**src/rtl/rbm_pkg.sv**
```systemverilog
// Shared definitions for the RBM label voter: FSM state encoding and the
// clog2 helper used to derive counter and index widths.
package rbm_pkg;

  typedef enum logic [2:0] {
    ST_IDLE    = 3'd0,
    ST_RESTART = 3'd1,
    ST_WAIT    = 3'd2,
    ST_ACCUM   = 3'd3,
    ST_SCAN    = 3'd4,
    ST_DONE    = 3'd5
  } voter_state_e;

  // Ceiling log2; clog2(1) = 0. Only evaluated on elaboration constants.
  function automatic int clog2(input int value);
    int r;
    r = 0;
    for (int i = 0; i < 31; i++) begin
      if ((1 << i) < value) r = i + 1;
    end
    return r;
  endfunction

endpackage

```
**src/rtl/rbm_argmax_scan.sv**
```systemverilog
// Sequential argmax: one candidate per step, strict greater-than update so
// ties resolve to the lowest index seen first.
module rbm_argmax_scan #(
  parameter int value_w = 5,
  parameter int idx_w   = 4
) (
  input  logic               clock,
  input  logic               reset,
  input  logic               clear,
  input  logic               step,
  input  logic [value_w-1:0] value,
  output logic [idx_w-1:0]   idx,
  output logic [idx_w-1:0]   best_idx,
  output logic [value_w-1:0] best_val
);

  always_ff @(posedge clock or negedge reset) begin
    if (!reset) begin
      idx      <= '0;
      best_idx <= '0;
      best_val <= '0;
    end else if (clear) begin
      idx      <= '0;
      best_idx <= '0;
      best_val <= '0;
    end else if (step) begin
      // best starts at 0, so an all-zero vote keeps index 0
      if (value > best_val) begin
        best_val <= value;
        best_idx <= idx;
      end
      idx <= idx + 1'b1;
    end
  end

endmodule

```
**src/rtl/rbm_label_voter.sv**
```systemverilog
// Majority-vote classifier over repeated RBM label-layer samples.
// Optional `confidence` output (winning count) enabled by RBM_VOTER_CONFIDENCE_EN.
module rbm_label_voter
  import rbm_pkg::*;
#(
  parameter int output_dim = 10,
  parameter int sample_num = 16,
  localparam int count_bitlength = clog2(sample_num + 1),
  localparam int label_bitlength = (clog2(output_dim) < 1) ? 1 : clog2(output_dim)
) (
  input  logic                       clock,
  input  logic                       reset,
  input  logic                       start,
  input  logic                       layer_finish,
  input  logic [output_dim-1:0]      InputData,
  output logic                       layer_restart,
  output logic                       busy,
  output logic [label_bitlength-1:0] label,
  output logic                       label_valid,
`ifdef RBM_VOTER_CONFIDENCE_EN
  output logic [count_bitlength-1:0] confidence,
`endif
  output voter_state_e               state_dbg
);

  // Handshake: label_valid is a one-cycle strobe with no back-pressure;
  // label (and confidence) are valid while it is high and held afterwards.

  voter_state_e                state, state_nxt;
  logic                        finish_d;
  logic                        finish_rise;
  logic [count_bitlength-1:0]  count [output_dim];
  logic [count_bitlength-1:0]  sample_cnt;
  logic [label_bitlength-1:0]  label_q;
  logic [label_bitlength-1:0]  scan_idx;
  logic [label_bitlength-1:0]  best_idx;
  logic [count_bitlength-1:0]  best_val;
  logic                        scan_clear;
  logic                        scan_step;
  logic                        scan_last;
  logic                        accum_last;

  assign finish_rise = layer_finish & ~finish_d;
  assign accum_last  = (sample_cnt == count_bitlength'(sample_num - 1));
  assign scan_last   = (scan_idx == label_bitlength'(output_dim - 1));
  assign state_dbg   = state;

  always_comb begin
    state_nxt     = state;
    layer_restart = 1'b0;
    busy          = (state != ST_IDLE);
    label_valid   = 1'b0;
    scan_clear    = 1'b0;
    scan_step     = 1'b0;
    case (state)
      ST_IDLE: begin
        if (start) begin
          scan_clear = 1'b1;
          state_nxt  = ST_RESTART;
        end
      end
      ST_RESTART: begin
        layer_restart = 1'b1;
        state_nxt     = ST_WAIT;
      end
      ST_WAIT: begin
        if (finish_rise) state_nxt = ST_ACCUM;
      end
      ST_ACCUM: begin
        state_nxt = accum_last ? ST_SCAN : ST_RESTART;
      end
      ST_SCAN: begin
        scan_step = 1'b1;
        if (scan_last) state_nxt = ST_DONE;
      end
      ST_DONE: begin
        label_valid = 1'b1;
        state_nxt   = ST_IDLE;
      end
      default: state_nxt = ST_IDLE;
    endcase
  end

  always_ff @(posedge clock or negedge reset) begin
    if (!reset) begin
      state      <= ST_IDLE;
      finish_d   <= 1'b0;
      sample_cnt <= '0;
      label_q    <= '0;
      for (int k = 0; k < output_dim; k++) count[k] <= '0;
    end else begin
      state    <= state_nxt;
      finish_d <= layer_finish;
      if (state == ST_IDLE && start) begin
        sample_cnt <= '0;
        for (int k = 0; k < output_dim; k++) count[k] <= '0;
      end else if (state == ST_ACCUM) begin
        sample_cnt <= sample_cnt + 1'b1;
        for (int k = 0; k < output_dim; k++) begin
          count[k] <= count[k] + count_bitlength'(InputData[k]);
        end
      end
      if (state == ST_DONE) label_q <= best_idx;
    end
  end

  // The scan result is final by DONE, so it is forwarded during that cycle.
  assign label = (state == ST_DONE) ? best_idx : label_q;

`ifdef RBM_VOTER_CONFIDENCE_EN
  logic [count_bitlength-1:0] conf_q;

  always_ff @(posedge clock or negedge reset) begin
    if (!reset) begin
      conf_q <= '0;
    end else if (state == ST_DONE) begin
      conf_q <= best_val;
    end
  end

  assign confidence = (state == ST_DONE) ? best_val : conf_q;
`endif

  rbm_argmax_scan #(
    .value_w (count_bitlength),
    .idx_w   (label_bitlength)
  ) u_scan (
    .clock    (clock),
    .reset    (reset),
    .clear    (scan_clear),
    .step     (scan_step),
    .value    (count[scan_idx]),
    .idx      (scan_idx),
    .best_idx (best_idx),
    .best_val (best_val)
  );

endmodule

```
**config.mk**
```make
export PLATFORM = sky130hd
export DESIGN_NAME = rbm_label_voter
export DESIGN_NICKNAME = d
export VERILOG_FILES = /design/src/rtl/rbm_pkg.sv /design/src/rtl/rbm_argmax_scan.sv /design/src/rtl/rbm_label_voter.sv
export SDC_FILE = /design/constraint.sdc
export NUM_CORES = 1
export LEC_CHECK = 0
export CAP_MARGIN = 10
export CORE_MARGIN = 2
export CORE_UTILIZATION = 35
export CTS_BUF_LIST = sky130_fd_sc_hd__clkbuf_4 sky130_fd_sc_hd__clkbuf_8
export CTS_CLUSTER_DIAMETER = 50
export CTS_CLUSTER_SIZE = 8
export DETAILED_ROUTE_END_ITERATION = 16
export GPL_TIMING_DRIVEN = 0
export HOLD_SLACK_MARGIN = 0.15
export PLACE_DENSITY = 0.55
export SYNTH_ARGS = -nofsm -noshare
export SYNTH_HDL_FRONTEND = slang
export SYNTH_SLANG_ARGS = --single-unit
export TNS_END_PERCENT = 50
```
**constraint.sdc**
```tcl
create_clock -name clock -period 5.07 [get_ports clock]
set_clock_uncertainty 0.1 [all_clocks]
set_input_delay 0.7605 -clock clock [delete_from_list [all_inputs] [get_ports clock]]
set_output_delay 0.7605 -clock clock [all_outputs]
set_load 0.01 [all_outputs]
```
After elaboration in Yosys (flattened, before gate mapping)
Index checks and enable logic that the tools add are counted.
- flip-flop bits (word level): 76
- output and inout port bits: 10
- word-level logic and storage cells: 78
- $add $sub $neg: 12
- order comparisons: 2
- equal/unequal tests: 10
- multiplexer cells: 26
- bitwise logic cells: 3
- reductions and logical operators: 8
- operators with widths (cell ; number):
    50-bit 2-to-1 mux ; 2
    5-bit by 1-bit adder with 5-bit output ; 10
    5-bit 2-to-1 mux ; 7
    4-bit 2-to-1 mux ; 6
    5-bit binary-select mux with 4-bit select ; 1
    3-bit case mux with 5 select lines ; 1
    3-bit 2-to-1 mux ; 4
    3-bit by 2-bit equality test with 1-bit output (second input constant) ; 2
    3-bit equality test (second input constant) ; 2
    2-bit inequality test (second input constant) ; 3
    2-bit nonzero test ; 3
    5-bit by 1-bit adder with 5-bit output (second input constant) ; 1
    5-bit by 4-bit equality test with 1-bit output (second input constant) ; 1
    5-bit greater-or-equal comparator (second input constant) ; 1
    5-bit > comparator ; 1
    1-bit 2-to-1 mux ; 5
    4-bit NOT with 5-bit output ; 1
    4-bit by 1-bit adder with 4-bit output (second input constant) ; 1
    4-bit equality test (second input constant) ; 1
    3-bit by 1-bit equality test with 1-bit output (second input constant) ; 1
    3-bit logical NOT ; 1
    3-bit AND reduction ; 1
    3-bit nonzero test ; 1
    2-bit AND reduction ; 1
    3 further kinds ; 3

Longest topological paths before layout
Gate-level depths: netlist of the first run.
- depth after elaboration: 8
- depth in mapped cells: 11
- depth with buffers taken out: 8

Cells and area by module
Synthesis of the first run repeated with hierarchy kept, for this count alone.
- cell total of the unflattened synthesis: 442
- area total of the unflattened synthesis: 4345.4 um^2
- modules (own cells, without submodules) (module ; times used ; cells each ; area each (um^2)):
    rbm_label_voter ; 1 ; 371 ; 3597.2
    rbm_argmax_scan ; 1 ; 71 ; 748.2

Worst setup path after synthesis of the first run
OpenSTA, ideal clock, no wires.
- kind: reg2reg
- start: register u_scan.idx[1]
- end: register u_scan.best_val[1]
- library setup time: 125 ps
- arrival time: 2816 ps
- path slack: 2029 ps
- cell stages (with the launch flop): 10
- path buffers: 1
- period minus slack after synthesis: 3041 ps
- path through: dfrtp_1 clkbuf_1 mux4_2 a2bb2oi_1 o2bb2ai_1 ha_1 and3_1 a31o_4 a31oi_4 mux2_2
- longest elaborated chain between the ends: 7
- elaborated cells between the ends (all ways): 10
- RTL lines (what ; line ; text):
    start: declaration ; rbm_argmax_scan.sv:12 ; output logic [idx_w-1:0] idx,
    start signal: assignment ; rbm_argmax_scan.sv:32 ; idx <= idx + 1'b1;
    4-bit NOT with 5-bit output (not written as such) (*) ; rbm_label_voter.sv:132 ; .value (count[scan_idx]),
    5-bit binary-select mux with 4-bit select (*) ; rbm_label_voter.sv:132 ;
    5-bit 2-to-1 mux (not written as such) (*) (2 in series) ; rbm_label_voter.sv:132 ;
    5-bit > comparator / 5-bit 2-to-1 mux (equally long branches) ; rbm_argmax_scan.sv:28 ; if (value > best_val) begin
    2-bit nonzero test (no source line) / 5-bit 2-to-1 mux (equally long branches) ; - ;
    2-bit AND reduction (no source line) / 5-bit 2-to-1 mux (equally long branches) ; - ;
    end signal: assignment ; rbm_argmax_scan.sv:29 ; best_val <= value;
    end: declaration ; rbm_argmax_scan.sv:14 ; output logic [value_w-1:0] best_val
Every way passes the cells marked *; elsewhere a longest branch is shown, timed or not. The select of a mux whose other input is x is not followed.
A chain may end at the register's enable or synchronous reset.

Worst setup path after layout of the first run
Ends and elaborated chain as after synthesis.

==> impl_metrics.env, run 1 <==
export IMPL_status="finished clean"
export IMPL_rows=39
export IMPL_grt_usage_pct=16.0
export IMPL_ctsHoldBuffers=0
export IMPL_period_needed_ns=3.50
export IMPL_arrival_ns=3.64
export IMPL_cts_buffers=9
export IMPL_required_ns=5.21
export IMPL_fin_nets=481
export IMPL_slew_viol_final=0
export IMPL_netlist_area_um2=4100
export IMPL_wl_per_cell_um=16.1
export IMPL_worst_setup_path_start_kind="flip-flop"
export IMPL_use_met2_pct=27.0
export IMPL_crit_fanout=10
export IMPL_num_antenna_cells=0
export IMPL_yosysUniqueCellTypes=34
export IMPL_synth_edf_count=0
export IMPL_met1_usage_pct=20.9
export IMPL_cts_buffer_depth=2
export IMPL_rsz0062_at_grt="no"
export IMPL_finalSetupViolCount=0
export IMPL_gp_congestion=0.844
export IMPL_grt_use_met3_pct=4.48
export IMPL_start_util_pct=35.9
export IMPL_tritoncts="done"
export IMPL_gr_total_overflow=0
export IMPL_syn2layout_area_growth_pct=15.6
export IMPL_tightest_slew_ns=0.656
export IMPL_finalCritPeriodShare_pct=69.0
export IMPL_postSynth_asyncResetShare_pct=100
export IMPL_grt_pass1_vias=3035
export IMPL_relSlewSlack_pct=56.3
export IMPL_power_density_nw_per_um2=395
export IMPL_synth_top_flop_cell="dfrtp_1"
export IMPL_busiest_layer="met2"
export IMPL_fin_ws_ns=1.57
export IMPL_maxCapViolCount=0
export IMPL_grt_max_degree=44
export IMPL_syn_instance_count=403
export IMPL_die_x_um=112
export IMPL_synthTopCellsByCount="dfrtp_1, nand2_1, nor2_1"
export IMPL_timing_fmax_mhz=286
export IMPL_vdd_ir_drop_max_mv=0.231
export IMPL_endpoint_kind="flip-flop"
export IMPL_antenna_found_initial=0
export IMPL_vias_per_cell=5.01
export IMPL_drtAntennaViolNets=0
export IMPL_synth_top_area_share_pct=46.4
export IMPL_die_area_um2=12600
export IMPL_clockRootBuffer="clkbuf_8"
export IMPL_fin_area_um2=4740
export IMPL_clkTransAtPathRegs_ns=0.08
export IMPL_drt_wl_total_um=9450
export IMPL_synth_yosys_seq_area_share_pct=46.4
export IMPL_total_power_mw=1.87
export IMPL_io_pins=24
export IMPL_clock_latency_ns=0.35
export IMPL_grt_pass1_wl_um=15900
export IMPL_finalSetupTns_ns=0
export IMPL_drive_gt1_share_pct=9.48
export IMPL_ys_ff_latch=76
export IMPL_fin_cells=586
export IMPL_finalHoldViolCount=0
export IMPL_synth_top_area_cell="dfrtp_1"
export IMPL_clock_sinks=76
export IMPL_drc=0
export IMPL_cts_resized=0
export IMPL_placed_area_um2=4530
export IMPL_drtIter0Drc=76
export IMPL_syn_area_per_cell_um2=10.2
export IMPL_finalCoreUtilization_pct=41.5
export IMPL_io_buffers=23
export IMPL_placed_cells=570
export IMPL_ys_warn_count=0
export IMPL_core_area_um2=11400
export IMPL_p_leak_nw=2.11
export IMPL_hold_worst_slack_ns=0.259
export IMPL_synth_most_common_cell="dfrtp_1"
export IMPL_dpl_hpwl_um=6840
export IMPL_fillers=1159
export IMPL_min_path_type="input pin to asynchronous set/reset pin"
export IMPL_die_y_um=112
export IMPL_crit_type="flip-flop to flip-flop"
export IMPL_synth_area_top_cells="dfrtp_1, ha_1, xor2_1"
export IMPL_post_cts_buffers=0
export IMPL_vias=2933
export IMPL_htreeDepth=3
export IMPL_drtPass1Iterations=6
export IMPL_post_place_ws_ns=1.58
export IMPL_syn_nets=446
registers in the layout (all words and copies together), names as in the netlist:
signal           flops
state_dbg            3
sample_cnt           5
finish_d             1
label_q              4
u_scan.best_val      5
u_scan.best_idx      4
count               50
u_scan.idx           4
layer usage:
metal,vias to the layer above,wire (um)
met2,31,4620
met1,1446,4470
met4,0,70
li1,1451,-
met3,5,292
met5,-,0
worst max-delay path: stages (launching register included):
cell,delay (ns)
dfrtp_1,0.35
clkbuf_1,0.45
mux4_2,0.60
a2bb2oi_1,0.15
o2bb2ai_1,0.18
ha_1,0.32
and3_1,0.22
a31o_4,0.25
a31oi_4,0.37
mux2_2,0.39
area by class of cell:
class                      count  area, um2  share of cell area [%]
tap                          143        179                    3.78
buffer                        25        115                    2.43
clock inverter                 4       47.5                    1.00
multi-input combinational    289       2030                    42.9
timing repair buffer          24        255                    5.39
clock buffer                  12        159                    3.35
inverter                      13       48.8                    1.03
sequential                    76       1900                    40.1
cell usage in the layout (no fill, tap or decap), drive strengths merged, types with 5 or more instances in the layout:
master / synthesis / layout
dfrtp: 76 / 76
nand2: 62 / 62
nor2: 42 / 42
xor2: 33 / 33
ha: 29 / 29
a21oi: 28 / 28
clkbuf: 13 / 25
clkdlybuf4s50: 0 / 22
mux2i: 21 / 21
nand4: 21 / 21
buf: 12 / 14
inv: 13 / 13
mux2: 8 / 8
mux4: 5 / 5
a2bb2oi: 5 / 5
nand3: 5 / 5
o21ai: 5 / 5
path summary, 6_finish.rpt:
check                                           from                        endpoint  slack [ns]  depth (start not counted)
setup / recovery           u_scan.idx[1]$_DFFE_PN0P_  u_scan.best_val[1]$_DFFE_PN0P_        1.57                          9
hold / removal                                 reset            label_q[0]$_DFF_PN0_        0.26                          1
setup reg to reg           u_scan.idx[1]$_DFFE_PN0P_  u_scan.best_val[1]$_DFFE_PN0P_        1.57                          9
hold reg to reg                 label_q[2]$_DFF_PN0_            label_q[2]$_DFF_PN0_        0.41                          1
max in group asynchronous                      reset           count[35]$_DFFE_PN0P_        4.02                          2
min in group clock              label_q[2]$_DFF_PN0_            label_q[2]$_DFF_PN0_        0.41                          1
power breakdown:
group / total [mW] / switching, mW / internal, mW / leakage [nW]
Combinational: 0.589 / 0.367 / 0.222 / 0.962
Sequential: 0.798 / 0.0927 / 0.706 / 1.04
Clock: 0.483 / 0.225 / 0.258 / 0.106
Total: 1.87 / 0.684 / 1.19 / 2.11
logic make-up after synthesis:
| logic type | synth area share (%) |
|---|---|
| xor+xnor | 7.69 |
| simple gates | 15.8 |
| buf+inv | 4.00 |
| compound gates | 7.23 |
| fa+ha+maj | 8.85 |
| mux | 10.1 |
| flops | 46.4 |
Note: power is estimated with default switching activity, not from simulation.
==> run 2, diff against run 1 <==
PLACE_DENSITY = 0.56   (was 0.55)
clock period = 3 ns   (was 5.07 ns; I/O delays follow)
==> impl_metrics.env, run 2 (same netlist as run 1, synthesis figures left out) <==
export IMPL_status="finished clean"
export IMPL_syn2layout_area_growth_pct=18.8
export IMPL_cp_slowest_cell="mux4_2"
export IMPL_fin_ws_ns=0.0554
export IMPL_io_buffers=23
export IMPL_crit_type="flip-flop to flip-flop"
export IMPL_cts_buffer_depth=2
export IMPL_tritoncts="done"
export IMPL_grt_max_degree=69
export IMPL_placed_cells=570
export IMPL_min_path_type="input pin to asynchronous set/reset pin"
export IMPL_wl_per_cell_um=15.9
export IMPL_vias=2964
export IMPL_start_util_pct=35.9
export IMPL_sw_frac_of_total_pct=35.9
export IMPL_grt_pass1_vias=2931
export IMPL_num_antenna_cells=0
export IMPL_relSlewSlack_pct=59.3
export IMPL_core_area_um2=11400
export IMPL_gr_total_overflow=0
export IMPL_placed_area_um2=4530
export IMPL_die_area_um2=12600
export IMPL_final_common_cell="dfrtp_1"
export IMPL_p_leak_nw=2.16
export IMPL_drive_gt1_share_pct=12.3
export IMPL_finalCritPeriodShare_pct=98.2
export IMPL_clock_latency_ns=0.36
export IMPL_drt_wl_total_um=9380
export IMPL_grt_pass1_wl_um=15300
export IMPL_largest_reg_flops=50
export IMPL_drc=0
export IMPL_cts_buffers=9
export IMPL_p_comb_share_pct=31.2
export IMPL_die_y_um=112
export IMPL_finalHoldViolCount=0
export IMPL_power_switching_mw=1.15
export IMPL_regToRegSetupSlack_ns=0.06
export IMPL_die_x_um=112
export IMPL_clockRootBuffer="clkbuf_8"
export IMPL_maxCapViolCount=0
export IMPL_crit_fanout=6
export IMPL_rsz0062_at_grt="no"
export IMPL_dpl_hpwl_um=6620
export IMPL_endpoint_kind="flip-flop"
export IMPL_timing_fmax_mhz=340
export IMPL_finalSetupViolCount=0
export IMPL_finalSetupTns_ns=0
export IMPL_htreeDepth=3
export IMPL_seqPwrFrac_pct=42.0
export IMPL_period_needed_ns=2.94
export IMPL_power_density_nw_per_um2=657
export IMPL_tightest_slew_ns=0.610
export IMPL_post_place_ws_ns=-0.468
export IMPL_io_pins=24
export IMPL_clkPwrFrac_pct=26.9
export IMPL_fin_nets=485
export IMPL_r2r_start="u_scan.idx[0]$_DFFE_PN0P_"
export IMPL_vias_per_cell=5.02
export IMPL_required_ns=3.15
export IMPL_biggestRegsByFlops="count (50), sample_cnt (5), u_scan.best_val (5)"
export IMPL_worstPathCellList="buf_6 > mux4_2 > a2bb2oi_1 > o2bb2ai_2 > ha_1 > and3_4 > a31o_4 > a31oi_4 > mux2_2"
export IMPL_top_register="count"
export IMPL_gp_congestion=0.845
export IMPL_rows=39
export IMPL_vdd_ir_drop_max_mv=0.368
export IMPL_power_internal_mw=2.05
export IMPL_clock_sinks=76
export IMPL_worst_setup_path_start_kind="flip-flop"
export IMPL_clkTransAtPathRegs_ns=0.08
export IMPL_layout_common_cells="dfrtp_1, nand2_1, nor2_1"
export IMPL_fin_area_um2=4870
export IMPL_fin_cells=590
export IMPL_slowest_delay_ns=0.51
export IMPL_drtAntennaViolNets=0
export IMPL_drtIter0Drc=134
export IMPL_arrival_ns=3.10
export IMPL_drtPass1Iterations=4
export IMPL_grt_usage_pct=15.6
export IMPL_r2r_end="u_scan.best_val[4]$_DFFE_PN0P_"
export IMPL_antenna_found_initial=0
export IMPL_slew_viol_final=0
export IMPL_ff2ff_path_depth=9
## run 2: worst max-delay path by stage
| stage | startpoint | end | slack (ns) |
|---|---|---|---|
| 4_1_cts | u_scan.idx[0]$_DFFE_PN0P_ | u_scan.best_val[4]$_DFFE_PN0P_ | 0.02 |
| 6_report | u_scan.idx[0]$_DFFE_PN0P_ | u_scan.best_val[4]$_DFFE_PN0P_ | 0.06 |
| 3_5_place_dp | u_scan.idx[0]$_DFFE_PN0P_ | u_scan.best_val[4]$_DFFE_PN0P_ | -0.47 |
| 3_3_place_gp | reset | sample_cnt[1]$_DFFE_PN0P_ | -1.44 |
| 2_1_floorplan | u_scan.idx[0]$_DFFE_PN0P_ | u_scan.best_val[1]$_DFFE_PN0P_ | 0.03 |
| 5_1_grt | u_scan.idx[0]$_DFFE_PN0P_ | u_scan.best_val[4]$_DFFE_PN0P_ | 0.003 |
## run 2: through the flow
step	total power, mW	util (%)	hold slack (ns)
after floorplan	1.99	-	0.0544
after global placement	2.33	39.5	0.385
after detailed placement	2.36	39.7	0.197
after CTS	3.24	42.1	0.333
after global routing	3.43	42.6	0.362
final	3.20	42.6	0.359
## run 2: what timing repair did
action / in CTS / in global routing
hold endpoints to repair: 76 / 0
buffers inserted: 1 / 3
gates resized for setup: 10 / 9
hold buffers: 1 / 0
setup endpoints to repair: 9 / 9
## run 2: routing by layer
layer	vias up	global-route usage (%)	routed length (um)
met5	-	0	0
met4	0	5.45	125
met3	9	3.24	310
met2	42	25.7	4590
met1	1463	20.5	4350
li1	1450	-	-
## run 2: power groups by stage
stage / sequential [mW] / clock (mW) / combinational, mW
3_3_place_gp: 1.36 / 0 / 0.974
2_1_floorplan: 1.33 / 0 / 0.655
4_1_cts: 1.34 / 0.892 / 1.00
6_report: 1.34 / 0.859 / 0.996
3_5_place_dp: 1.36 / 0 / 0.997
5_1_grt: 1.37 / 0.926 / 1.14
## run 2: worst max-delay path: cells and delay by family (launching register included)
| kind | cells | cell delay (ns) |
|---|---|---|
| AO/OA/AOI/OAI | 4 | 0.82 |
| adder cells (fa/ha/maj) | 1 | 0.30 |
| AND/OR/NAND/NOR | 1 | 0.18 |
| multiplexers | 2 | 0.88 |
| buffers and inverters | 1 | 0.16 |
| flip-flops | 1 | 0.40 |
## run 2: cell type report
class                      count  area, um2
timing repair buffer          29        299
clock buffer                  13        179
clock inverter                 3       42.5
tap                          143        179
fill                        1161       6550
buffer                        24        143
multi-input combinational    289       2080
inverter                      13       48.8
sequential                    76       1900
==> run 3, diff against run 2 <==
CORE_UTILIZATION = 45   (was 35)
PLACE_DENSITY = 0.68   (was 0.56)
RECOVER_POWER = 100   (was unset)
==> impl_metrics.env, run 3 (same netlist as run 1, synthesis figures left out) <==
export IMPL_largest_reg_flops=50
export IMPL_clock_latency_ns=0.35
export IMPL_worst_setup_path_start_kind="flip-flop"
export IMPL_period_needed_ns=2.94
export IMPL_dpl_hpwl_um=6640
export IMPL_htreeDepth=3
export IMPL_grt_usage_pct=20.1
export IMPL_clock_sinks=76
export IMPL_relSlewSlack_pct=-23.8
export IMPL_io_pins=24
export IMPL_finalCritPeriodShare_pct=98.1
export IMPL_fillers=777
export IMPL_drtAntennaViolNets=0
export IMPL_failed_checks="capacitance limit, slew limit"
export IMPL_clockRootBuffer="clkbuf_8"
export IMPL_num_antenna_cells=0
export IMPL_finalHoldViolCount=0
export IMPL_biggestRegsByFlops="count (50), sample_cnt (5), u_scan.best_val (5)"
export IMPL_die_area_um2=9890
export IMPL_tightest_slew_ns=1.86
export IMPL_drtPass1Iterations=4
export IMPL_drc=0
export IMPL_crit_type="flip-flop to flip-flop"
export IMPL_start_util_pct=46.8
export IMPL_gr_total_overflow=0
export IMPL_gp_congestion=0.907
export IMPL_placed_area_um2=4490
export IMPL_clkTransAtPathRegs_ns=0.08
export IMPL_layout_common_cells="dfrtp_1, nand2_1, nor2_1"
export IMPL_drt_wl_total_um=9140
export IMPL_die_x_um=99.4
export IMPL_final_common_cell="dfrtp_1"
export IMPL_fin_area_um2=4850
export IMPL_regToRegSetupSlack_ns=0.06
export IMPL_vias_per_cell=5.40
export IMPL_arrival_ns=3.08
export IMPL_power_density_nw_per_um2=662
export IMPL_grt_max_degree=47
export IMPL_timing_fmax_mhz=340
export IMPL_p_leak_nw=2.18
export IMPL_tritoncts="done"
export IMPL_crit_fanout=6
export IMPL_required_ns=3.14
export IMPL_io_buffers=23
export IMPL_top_register="count"
export IMPL_placed_cells=535
export IMPL_status="finished with violations"
export IMPL_rows=34
export IMPL_finalSetupViolCount=0
export IMPL_antenna_found_initial=0
export IMPL_grt_pass1_wl_um=15600
export IMPL_vdd_ir_drop_max_mv=0.429
export IMPL_endpoint_kind="flip-flop"
export IMPL_fin_cells=557
export IMPL_maxCapViolCount=1
export IMPL_grt_pass1_vias=3196
export IMPL_die_y_um=99.4
export IMPL_fin_nets=488
export IMPL_cts_buffers=9
export IMPL_wl_per_cell_um=16.4
export IMPL_drtIter0Drc=162
export IMPL_slew_viol_final=31
export IMPL_cts_buffer_depth=2
export IMPL_min_path_type="flip-flop to flip-flop"
export IMPL_rsz0062_at_grt="yes"
export IMPL_vias=3009
export IMPL_core_area_um2=8760
export IMPL_drive_gt1_share_pct=11.6
export IMPL_syn2layout_area_growth_pct=18.3
-- run 3: per-layer routing --
layer  GRT usage [%]  vias to the layer above  part of all wire, %
met4            5.69                        0                  1.1
met5               0                        -                    0
li1                -                     1455                    -
met1            25.3                     1494                   44
met2            35.4                       52                   50
met3            4.01                        8                  4.5
-- run 3: cell type report --
cell class,count,area (um2),share of cell area (%)
Clock buffer,11,151,3.12
Timing Repair Buffer,32,318,6.56
Tap cell,108,135,2.79
Buffer,24,135,2.79
Multi-Input combinational cell,289,2080,43.0
Sequential cell,76,1900,39.3
Clock inverter,4,72.6,1.50
Inverter,13,48.8,1.01
-- run 3: final timing paths --
kind / from / cells past startpoint / to
setup / recovery: u_scan.idx[0]$_DFFE_PN0P_ / 9 / u_scan.best_val[4]$_DFFE_PN0P_
hold reg to reg: label_q[3]$_DFF_PN0_ / 1 / label_q[3]$_DFF_PN0_
setup reg to reg: u_scan.idx[0]$_DFFE_PN0P_ / 9 / u_scan.best_val[4]$_DFFE_PN0P_
max in group asynchronous: reset / 2 / u_scan.idx[3]$_DFFE_PN0P_
min in group asynchronous: reset / 2 / label_q[3]$_DFF_PN0_
hold / removal: label_q[3]$_DFF_PN0_ / 1 / label_q[3]$_DFF_PN0_
-- run 3: timing repair --
| item | 4_1_cts | 5_1_grt |
|---|---|---|
| resized for setup | 5 | 18 |
| setup buffers | 1 | 6 |
| pin swaps | 0 | 4 |
| hold buffers | 1 | 0 |
| endpoints found under the hold margin | 30 | 0 |
| setup endpoints to repair | 9 | 9 |
-- run 3: stage by stage --
step	TNS [ns]	hold WS, ns	util [%]	power, mW	worst slack [ns]
after CTS	-0.0143	0.407	54.1	3.24	-0.00826
final	0	0.397	55.3	3.21	0.0566
after floorplan	0	0.0544	-	1.99	0.0330
after detailed placement	-2.70	0.323	51.2	2.36	-0.412
after global placement	-104.58	0.383	51.0	2.31	-1.35
after global routing	-0.195	0.412	55.3	3.43	-0.0442
-- run 3: critical path: stages, from the launching register on --
cell and delay [ns]:
dfrtp_1 0.41, buf_6 0.16, mux4_2 0.53, a2bb2oi_2 0.16, o2bb2ai_2 0.16, ha_1 0.31, and3_4 0.16, a31o_4 0.22
a31oi_4 0.27, mux2_2 0.37
-- run 3: report_power, final --
group,internal [mW],switching (mW)
sequential,1.19,0.152
clock,0.508,0.376
combinational,0.371,0.610
total,2.07,1.14
